File: src/rtl/uart_pkg.sv
// Shared UART definitions: receiver state encodings, frame width, default line timing.
package uart_pkg;
  localparam int DATA_BITS         = 8;
  localparam int CLK_FREQ_HZ_DEF   = 50_000_000;
  localparam int BAUD_RATE_DEF     = 115_200;

  typedef enum logic [2:0] {
    IDLE,
    START,
    DATA,
    STOP,
    BREAK
  } state_t;
endpackage

File: src/rtl/sync_2ff.sv
// Two-flop synchroniser for an asynchronous single-bit input; 2 clk latency, no backpressure.
module sync_2ff #(
  parameter logic RESET_VAL = 1'b1
) (
  input  logic clk,
  input  logic reset,
  input  logic d,
  output logic q
);
  logic meta_q;
  logic sync_q;

  always_ff @(posedge clk) begin
    if (reset) begin
      meta_q <= RESET_VAL;
      sync_q <= RESET_VAL;
    end else begin
      meta_q <= d;
      sync_q <= meta_q;
    end
  end

  assign q = sync_q;
endmodule

File: src/rtl/uart_rx.sv
// 8N1 UART receiver with centre sampling; byte out ~2+HALF+9*CLKS_PER_BIT+1 clks after start edge.
// No backpressure: data_ready is a one-clock pulse and uart_data holds until the next good byte.
module uart_rx
  import uart_pkg::*;
#(
  parameter int CLK_FREQ_HZ  = CLK_FREQ_HZ_DEF,
  parameter int BAUD_RATE    = BAUD_RATE_DEF,
  parameter int CLKS_PER_BIT = CLK_FREQ_HZ / BAUD_RATE
) (
  input  logic       clk,
  input  logic       reset,
  input  logic       rx,
  output logic [7:0] uart_data,
  output logic       data_ready,
  output logic       frame_error,
  output logic       busy
);
  localparam int CNT_W = $clog2(CLKS_PER_BIT);
  localparam int IDX_W = $clog2(DATA_BITS);
  localparam logic [CNT_W-1:0] HALF     = CNT_W'(CLKS_PER_BIT / 2 - 1);
  localparam logic [CNT_W-1:0] LAST     = CNT_W'(CLKS_PER_BIT - 1);
  localparam logic [IDX_W-1:0] LAST_IDX = IDX_W'(DATA_BITS - 1);

  logic                 rx_s;
  state_t               state_q,   state_d;
  logic [CNT_W-1:0]     clk_cnt_q, clk_cnt_d;
  logic [IDX_W-1:0]     bit_idx_q, bit_idx_d;
  logic [DATA_BITS-1:0] shift_q,   shift_d;
  logic [DATA_BITS-1:0] data_q,    data_d;
  logic                 ready_q,   ready_d;
  logic                 ferr_q,    ferr_d;

  sync_2ff #(.RESET_VAL(1'b1)) u_rx_sync (
    .clk   (clk),
    .reset (reset),
    .d     (rx),
    .q     (rx_s)
  );

  always_comb begin
    state_d   = state_q;
    clk_cnt_d = clk_cnt_q;
    bit_idx_d = bit_idx_q;
    shift_d   = shift_q;
    data_d    = data_q;
    ready_d   = 1'b0;
    ferr_d    = 1'b0;

    case (state_q)
      IDLE: begin
        if (!rx_s) begin
          state_d   = START;
          clk_cnt_d = '0;
        end
      end
      START: begin
        if (clk_cnt_q == HALF) begin
          clk_cnt_d = '0;
          bit_idx_d = '0;
          // A start bit that is high again at its centre was only a glitch.
          state_d   = rx_s ? IDLE : DATA;
        end else begin
          clk_cnt_d = clk_cnt_q + 1'b1;
        end
      end
      DATA: begin
        if (clk_cnt_q == LAST) begin
          clk_cnt_d        = '0;
          shift_d[bit_idx_q] = rx_s;
          if (bit_idx_q == LAST_IDX) begin
            state_d = STOP;
          end else begin
            bit_idx_d = bit_idx_q + 1'b1;
          end
        end else begin
          clk_cnt_d = clk_cnt_q + 1'b1;
        end
      end
      STOP: begin
        if (clk_cnt_q == LAST) begin
          clk_cnt_d = '0;
          if (rx_s) begin
            data_d  = shift_q;
            ready_d = 1'b1;
            state_d = IDLE;
          end else begin
            ferr_d  = 1'b1;
            state_d = BREAK;
          end
        end else begin
          clk_cnt_d = clk_cnt_q + 1'b1;
        end
      end
      BREAK: begin
        // Hold here until the line recovers so a stuck-low line reports once.
        if (rx_s) begin
          state_d = IDLE;
        end
      end
      default: begin
        state_d = IDLE;
      end
    endcase
  end

  always_ff @(posedge clk) begin
    if (reset) begin
      state_q   <= IDLE;
      clk_cnt_q <= '0;
      bit_idx_q <= '0;
      shift_q   <= '0;
      data_q    <= '0;
      ready_q   <= 1'b0;
      ferr_q    <= 1'b0;
    end else begin
      state_q   <= state_d;
      clk_cnt_q <= clk_cnt_d;
      bit_idx_q <= bit_idx_d;
      shift_q   <= shift_d;
      data_q    <= data_d;
      ready_q   <= ready_d;
      ferr_q    <= ferr_d;
    end
  end

  assign uart_data   = data_q;
  assign data_ready  = ready_q;
  assign frame_error = ferr_q;
  assign busy        = (state_q != IDLE);
endmodule

File: config.mk
export PLATFORM = sky130hd
export DESIGN_NAME = uart_rx
export DESIGN_NICKNAME = d
export VERILOG_FILES = /design/src/rtl/uart_pkg.sv /design/src/rtl/sync_2ff.sv /design/src/rtl/uart_rx.sv
export SDC_FILE = /design/constraint.sdc
export NUM_CORES = 1
export LEC_CHECK = 0
export BUFFER_PORTS_ARGS = -buffer_cell sky130_fd_sc_hd__buf_4
export CAP_MARGIN = 0
export CORE_MARGIN = 1.5
export CORE_UTILIZATION = 40
export DETAILED_ROUTE_END_ITERATION = 7
export GPL_TIMING_DRIVEN = 0
export PLACE_DENSITY_LB_ADDON = 0.25
export SYNTH_ARGS = -nofsm -noshare
export SYNTH_HDL_FRONTEND = slang
export SYNTH_SLANG_ARGS = --single-unit
File: constraint.sdc
create_clock -name clk -period 2 [get_ports clk]
set_clock_uncertainty 0.05 [all_clocks]
set_input_delay 0.4 -clock clk [delete_from_list [all_inputs] [get_ports clk]]
set_output_delay 0.4 -clock clk [all_outputs]
set_load 0.005 [all_outputs]
==> impl_summary.txt, run 1 <==
----------------------------------------------------
[Status]
  Run status ... finished, violations left
  Failing checks ... negative setup slack

[Setup path]
  Type of destination of the critical path ... flop
  Crit Path Category ... flop to flop
  Crit path DAT ... 2.25 ns
  Startpoint types ... flop
  Required time at the endpoint of the critical path ... 2.11 ns
  CP max FO ... 5

[Hold path]
  Worst hold path class ... input pin to flop

[Drt]
  Number of detailed-route iterations in the first pass ... 4
  Wire length after detailed routing ... 3490 microns
  Via density per instance ... 5.289
  Remaining design rule violation count ... 0
  Final antenna-violating net count ... 0
  First-iteration detailed-routing DRC count ... 73
  Final routed wire length divided by cell count ... 12.93 microns
  Total via count after detailed routing ... 1428

[Synth]
  Post-Syn Instances ... 194
  Biggest area contributors in the synthesized netlist ... dfxtp_1, mux2i_1, nor2_1
  Number of nets produced by synthesis ... 202
  Library cell occupying the most area in the post-synthesis netlist ... dfxtp_1
  Count of flip-flops with a built-in enable after synthesis ... 0
  Cell Area, Synth ... 0.001673 sq mm
  Share of the yosys chip area belonging to registers ... 41.88%
  Mean instance size in the synthesized netlist ... 8.623 sq um
  Share of the synthesized area in the top cell type ... 41.88%
  Ys async rst share ... 0%
  Count of distinct cell types in the synthesized netlist ... 36
  Most instantiated flip-flop cell in the synthesis netlist ... dfxtp_1
  Synthesized flop and latch total ... 35
  Total of warnings raised by yosys ... 0

[Pwr]
  Total leakage power ... 0.8522 nW
  Largest vdd supply drop ... 0.4248 mV
  Power per standard cell area ... 898.3 mW/mm^2

[STA]
  Worst Max-Slew Pin Slew ... 0.7050 ns
  Number of hold violations in the final report ... 0
  Highest achievable clock rate ... 469.1 MHz
  Final max-slew violation count ... 0
  Rel. slew slack ... 52.90%
  Setup Viol. Count Final ... 3
  Share of the clock period used by the worst path ... 106.6%
  Final worst-path setup slack ... -0.1317 ns
  Post-layout minimum cycle time ... 2.132 ns
  Total negative slack ... -0.3476 ns
  RSZ-0062 raised after global routing ... true

[Floorplan]
  Number of placement rows ... 23
  Number of primary I/O pins ... 14
  Area of the die ... 0.004579 sq mm
  Floorplan core area ... 0.004000 sq mm
  Width of the die ... 67.67 microns
  Starting utilization of the core area ... 41.82%
  Height of the die ... 67.67 microns

[Global route]
  Maximum number of pins on one net before global-route repair ... 12
  First-pass GRT wire length ... 5692 microns
  Global Route met2 Usage ... 24.14%
  Global-route track usage on met3 ... 5.167%
  GR peak layer ... met2
  Congestion Overflow GR ... 0
  GRT Overall Usage ... 16.50%
  Vias in the first global route ... 1272
  Global routing met1 resource utilization ... 22.03%
  Antenna violations before repair ... 0

[Clocking]
  Number of H-tree levels ... 2
  Clk Tree Root Cell ... clkbuf_8
  Clock slew at reported path FFs ... 0.07 ns
  Clock tree from TritonCTS ... built
  Number of buffers inserted for hold repair after clock tree synthesis ... 0
  Sinks on the clock net ... 35
  Worst-skew pair later-pin latency ... 0.29 ns
  TritonCTS buffer count ... 5
  Number of buffers on the longest clock path ... 2

[Place]
  Final weighted congestion in routability-driven placement ... 0.7336
  DP Cell Count ... 256
  Post-detailed-placement half-perimeter wirelength ... 2207 microns
  I/O Buffers ... 12

[Final layout]
  Leading cell type in the layout, fill and taps excluded ... nor2_1
  Post-layout net count ... 227
  Antenna fix cells ... 0
  Layout overhead on the synthesized area ... 23.11%
  Fillcell total ... 375
  Top library cells by usage in the layout, fill and taps aside ... nor2_1, dfxtp_1, buf_4, nand2_1, mux2i_1
  Share of layout cells above drive strength 1 ... 26.82%
  Post-Layout Cell Count ... 270

[Job]
  Count of maximum capacitance violations ... 0

----------------------------------------------------
==> sequential cells by signal, summed over array words and instances, names as in the netlist <==
name	cells
bit_idx_q	3
u_rx_sync.q	1
data_ready	1
frame_error	1
clk_cnt_q	9
uart_data	8
u_rx_sync.meta_q	1
shift_q	8
state_q	3
==> metal layers <==
layer / routed length, microns / vias to the layer above / share of wire [%]
li1: - / 726 / -
met3: 182 / 4 / 5.2
met5: 0 / - / 0
met2: 1594 / 31 / 46
met4: 36 / 0 / 1.0
met1: 1676 / 667 / 48
==> power by group <==
part / internal, mW / switching [mW] / leakage [nW]
registers: 0.733 / 0.0363 / 0.286
logic: 0.245 / 0.334 / 0.525
clock network: 0.243 / 0.259 / 0.0412
==> per-stage QoR <==
| stage | hold slack [ns] | cell area [sq um] | util (%) | worst slack (ns) | power (mW) |
|---|---|---|---|---|---|
| after global placement | 0.3493 | 1827 | 45.67 | -0.2122 | 1.224 |
| final | 0.2427 | 2059 | 51.49 | -0.1317 | 1.850 |
| after global routing | 0.2434 | 2059 | 51.49 | -0.1840 | 1.947 |
| after detailed placement | 0.3597 | 1827 | 45.67 | -0.2099 | 1.226 |
| after floorplan | 0.3395 | 1674 | - | -0.05101 | 1.106 |
| after CTS | 0.2424 | 1987 | 49.67 | -0.1243 | 1.796 |
==> critical path, stage by stage (launching register included) <==
cell,delay (ns)
dfxtp_4,0.35
or4b_4,0.56
or4_4,0.59
nor3b_2,0.22
mux2i_1,0.20
nor2_1,0.05
==> cells in the mapped netlist (5+ instances only) <==
| cell | count |
|---|---|
| nand3_1 | 9 |
| nand2_1 | 18 |
| a31oi_1 | 5 |
| ha_1 | 5 |
| clkbuf_1 | 5 |
| nor2_1 | 33 |
| inv_1 | 5 |
| o21ai_0 | 6 |
| nand3b_1 | 7 |
| dfxtp_1 | 35 |
| mux2i_1 | 16 |
| a21oi_1 | 5 |
==> repair_timing <==
action                     in CTS  in global routing
pin swaps                       6                  4
setup endpoints to repair      26                 22
setup buffers                   5                  3
hold endpoints to repair        0                  0
cloned                          0                  0
resized for setup              12                 16
==> kinds of logic (layout without fill, tap and decap cells) <==
kind of cell,after synthesis,count (layout),synth area share [%]
AOI/OAI and AO/OA,26,26,9.948
muxes,16,16,9.573
and+or+nand+nor,96,96,30.14
adders and majority gates,5,5,3.740
buffers and inverters,16,42,4.712
DFF,35,35,41.88
==> area by class of cell <==
| class | count | area (sq um) | share of cell area (%) |
|---|---|---|---|
| Sequential cell | 35 | 711.9 | 34.57 |
| Inverter | 5 | 18.77 | 0.9113 |
| Clock inverter | 2 | 12.51 | 0.6075 |
| Multi-Input combinational cell | 143 | 969.7 | 47.08 |
| Timing Repair Buffer | 20 | 150.1 | 7.290 |
| Tap cell | 50 | 62.56 | 3.038 |
| Clock buffer | 6 | 72.57 | 3.524 |
| Buffer | 9 | 61.31 | 2.977 |
==> path summary, 6_finish.rpt <==
check,startpoint,endpoint,slack (ns),depth (start not counted)
hold / removal,rx,u_rx_sync.meta_q$_SDFF_PP1_,0.24,2
setup reg to reg,clk_cnt_q[2]$_SDFFE_PP0P_,shift_q[6]$_SDFFE_PP0P_,-0.13,5
hold reg to reg,u_rx_sync.meta_q$_SDFF_PP1_,u_rx_sync.q$_SDFF_PP1_,0.38,1
setup / recovery,clk_cnt_q[2]$_SDFFE_PP0P_,shift_q[6]$_SDFFE_PP0P_,-0.13,5
No activity file was read; power rests on OpenSTA's default activity.
==> run 2, diff against run 1 <==
Settings changed: BUFFER_PORTS_ARGS -buffer_cell sky130_fd_sc_hd__buf_4 to -buffer_cell sky130_fd_sc_hd__buf_2.
==> run 2 against run 1 <==
Compared with the run above:
- the run still ends with negative setup slack left
- maximum frequency increased by 2.4%
- core utilization increased by 0.44 points
- flip-flop and latch count unchanged
- sequential share of layout area decreased by 0.23 points
- combinational power is 3% higher
- sequential power shrank 0.5%
- worst setup slack gained 0.050 ns
- critical endpoint unchanged
- largest cell class unchanged
==> impl_summary.txt, run 2 (same netlist as run 1, synthesis figures left out) <==
----------------------------------------------------
[STA]
  Setup Viol. Count Final ... 3 (unchanged)
  Rel. slew slack ... 50.08% (was 52.90%)
  Share of the clock period used by the worst path ... 104.1% (was 106.6%)
  Worst Max-Slew Pin Slew ... 0.7472 ns (was 0.7050 ns)
  Number of hold violations in the final report ... 0 (unchanged)
  Post-layout minimum cycle time ... 2.082 ns (was 2.132 ns)
  RSZ-0062 raised after global routing ... true (unchanged)
  Final worst-path setup slack ... -0.08173 ns (was -0.1317 ns)
  Highest achievable clock rate ... 480.4 MHz (was 469.1 MHz)
  Final max-slew violation count ... 0 (unchanged)
  Total negative slack ... -0.1771 ns (was -0.3476 ns)
  Hold slack final ... 0.2348 ns (was 0.2427 ns)

[Setup path]
  Library cell contributing the largest single delay on the critical path ... or4_4 (unchanged)
  Critical Path Source ... clk_cnt_q[2]$_SDFFE_PP0P_ (unchanged)
  Startpoint types ... flop (unchanged)
  Endpoint of the worst setup timing path ... shift_q[6]$_SDFFE_PP0P_ (unchanged)
  CP max FO ... 5 (unchanged)
  Crit Path Category ... flop to flop (unchanged)
  Path depth of the worst reg2reg path ... 5 (unchanged)
  Startpoint of the lowest-slack register-to-register path ... clk_cnt_q[2]$_SDFFE_PP0P_ (unchanged)
  Crit. path cell count ... 5 (unchanged)
  Ordered list of cells on the worst path ... or4b_4 > or4_4 > nor3b_2 > mux2i_1 > nor2_1 (unchanged)
  Buf+Inv Stages, Crit Path ... 0 (unchanged)
  Gate family responsible for the most delay along the worst path ... simple AND/OR/NAND/NOR gates (unchanged)
  Crit path DAT ... 2.20 ns (was 2.25 ns)
  Max stage delay on crit path ... 0.58 ns (was 0.59 ns)
  Critical R2R Capture ... shift_q[6]$_SDFFE_PP0P_ (unchanged)
  Type of destination of the critical path ... flop (unchanged)
  FF-to-FF setup slack ... -0.08 ns (was -0.13 ns)
  Required time at the endpoint of the critical path ... 2.12 ns (was 2.11 ns)

[Global route]
  First-pass GRT wire length ... 5658 microns (was 5692 microns)
  Maximum number of pins on one net before global-route repair ... 13 (was 12)
  Antenna violations before repair ... 0 (unchanged)
  GRT Overall Usage ... 16.55% (was 16.50%)
  Vias in the first global route ... 1280 (was 1272)
  Congestion Overflow GR ... 0 (unchanged)

[Floorplan]
  Floorplan core area ... 0.004000 sq mm (unchanged)
  Area of the die ... 0.004579 sq mm (unchanged)
  Starting utilization of the core area ... 41.82% (unchanged)
  Width of the die ... 67.67 microns (unchanged)
  Number of primary I/O pins ... 14 (unchanged)
  Height of the die ... 67.67 microns (unchanged)
  Number of placement rows ... 23 (unchanged)

[Place]
  Placement Cell Area ... 0.001797 sq mm (was 0.001827 sq mm)
  Worst setup slack after placement ... -0.2800 ns (was -0.2099 ns)
  DP Cell Count ... 256 (unchanged)
  I/O Buffers ... 12 (unchanged)
  Final weighted congestion in routability-driven placement ... 0.7538 (was 0.7336)
  Post-detailed-placement half-perimeter wirelength ... 2229 microns (was 2207 microns)

[Pwr]
  Share of power burned in combinational logic ... 29.7% (was 31.3%)
  Total design power ... 1.999 mW (was 1.850 mW)
  Cell-internal power ... 1.353 mW (was 1.221 mW)
  Largest vdd supply drop ... 0.4189 mV (was 0.4248 mV)
  Share of total power in sequential cells ... 38.3% (was 41.6%)
  Switching power total ... 0.6460 mW (was 0.6291 mW)
  Clock power frac ... 32.0% (was 27.1%)
  Total leakage power ... 0.8847 nW (was 0.8522 nW)
  Power per standard cell area ... 962.4 mW/mm^2 (was 898.3 mW/mm^2)
  Fraction of power spent switching nets ... 32.32% (was 34.00%)

[Clocking]
  Sinks on the clock net ... 35 (unchanged)
  Clock tree from TritonCTS ... built (unchanged)
  TritonCTS buffer count ... 5 (unchanged)
  Number of buffers on the longest clock path ... 2 (unchanged)
  Number of buffers inserted for hold repair after clock tree synthesis ... 0 (unchanged)
  Number of H-tree levels ... 2 (unchanged)
  Clock slew at reported path FFs ... 0.07 ns (about the same)
  Clk Tree Root Cell ... clkbuf_8 (unchanged)
  Worst-skew pair later-pin latency ... 0.29 ns (about the same)

[Final layout]
  Register name with the most flops ... clk_cnt_q (unchanged)
  Area occupied by multi-input gates ... 972.2 sq um (was 969.7 sq um)
  Reg area ... 713.2 sq um (was 711.9 sq um)
  Top library cells by usage in the layout, fill and taps aside ... nor2_1, dfxtp_1, nand2_1, mux2i_1, buf_2 (was nor2_1, dfxtp_1, buf_4, nand2_1, mux2i_1)
  Flip-flop count of the largest register after layout ... 9 (unchanged)
  Layout overhead on the synthesized area ... 24.16% (was 23.11%)
  Utilization of the core after routing ... 51.92% (was 51.49%)
  Leading cell type in the layout, fill and taps excluded ... nor2_1 (unchanged)
  Fillcell total ... 375 (unchanged)
  Post-Layout Cell Count ... 273 (was 270)
  Post-layout net count ... 230 (was 227)
  Cell area after layout ... 0.002077 sq mm (was 0.002059 sq mm)
  Share of layout cells above drive strength 1 ... 27.80% (was 26.82%)
  Antenna fix cells ... 0 (unchanged)

[Drt]
  Total via count after detailed routing ... 1419 (was 1428)
  First-iteration detailed-routing DRC count ... 58 (was 73)
  Final antenna-violating net count ... 0 (unchanged)
  Final routed wire length divided by cell count ... 12.41 microns (was 12.93 microns)
  Wire length after detailed routing ... 3389 microns (was 3490 microns)
  Number of detailed-route iterations in the first pass ... 4 (unchanged)
  Via density per instance ... 5.198 (was 5.289)
  Remaining design rule violation count ... 0 (unchanged)

[Status]
  Failing checks ... negative setup slack (unchanged)
  Run status ... finished, violations left (unchanged)

[Job]
  Count of maximum capacitance violations ... 0 (unchanged)

[Hold path]
  Worst hold path class ... input pin to flop (unchanged)

----------------------------------------------------
run 2: cell count changes in the layout (fill, tap and decap cells not counted), sizes merged:
cell	before	now
clkinvlp	1	0
bufinv	0	1
buf	25	28
clkinv	1	2
clkbuf	10	9
run 2: layer usage:
metal | share of wire (%) | track usage (%) | wire length, microns | vias up
li1 | - | - | - | 733
met3 | 3.2 | 5.000 | 108 | 7
met5 | 0 | 0 | 0 | -
met1 | 48 | 20.14 | 1639 | 661
met4 | 1.8 | 6.888 | 60 | 0
met2 | 47 | 26.96 | 1580 | 18
run 2: worst min path at each step:
stage,start,to,slack (ns),depth (start not counted)
2_1_floorplan,u_rx_sync.meta_q$_SDFF_PP1_,u_rx_sync.q$_SDFF_PP1_,0.34,1
3_3_place_gp,u_rx_sync.meta_q$_SDFF_PP1_,u_rx_sync.q$_SDFF_PP1_,0.35,1
3_5_place_dp,u_rx_sync.meta_q$_SDFF_PP1_,u_rx_sync.q$_SDFF_PP1_,0.36,1
4_1_cts,rx,u_rx_sync.meta_q$_SDFF_PP1_,0.23,2
5_1_grt,rx,u_rx_sync.meta_q$_SDFF_PP1_,0.24,2
6_report,rx,u_rx_sync.meta_q$_SDFF_PP1_,0.23,2
run 2: cell type report:
type / instances / area share (%)
Timing Repair Buffer: 23 / 6.867
Sequential cell: 35 / 34.34
Tap cell: 50 / 3.012
Inverter: 5 / 0.9036
Buffer: 9 / 2.651
Clock buffer: 5 / 3.313
Clock inverter: 3 / 2.108
Multi-Input combinational cell: 143 / 46.81
run 2: repair_timing:
action | in CTS | in global routing
pin swaps | 5 | 5
gates resized for setup | 13 | 13
buffers inserted | 6 | 5
endpoints found under the setup margin | 25 | 20
run 2: worst reg2reg max path, stage by stage, from the launching register on:
cell and delay (ns):
dfxtp_4 0.34, or4b_4 0.55, or4_4 0.58, nor3b_2 0.20, mux2i_1 0.21, nor2_1 0.05
run 2: power groups by stage:
stage          Sequential, mW  Combinational (mW)  Clock [mW]
2_1_floorplan           0.769               0.337           0
3_3_place_gp            0.778               0.440           0
3_5_place_dp            0.778               0.444           0
4_1_cts                 0.761               0.492       0.656
5_1_grt                 0.772               0.657       0.699
6_report                0.765               0.595       0.640
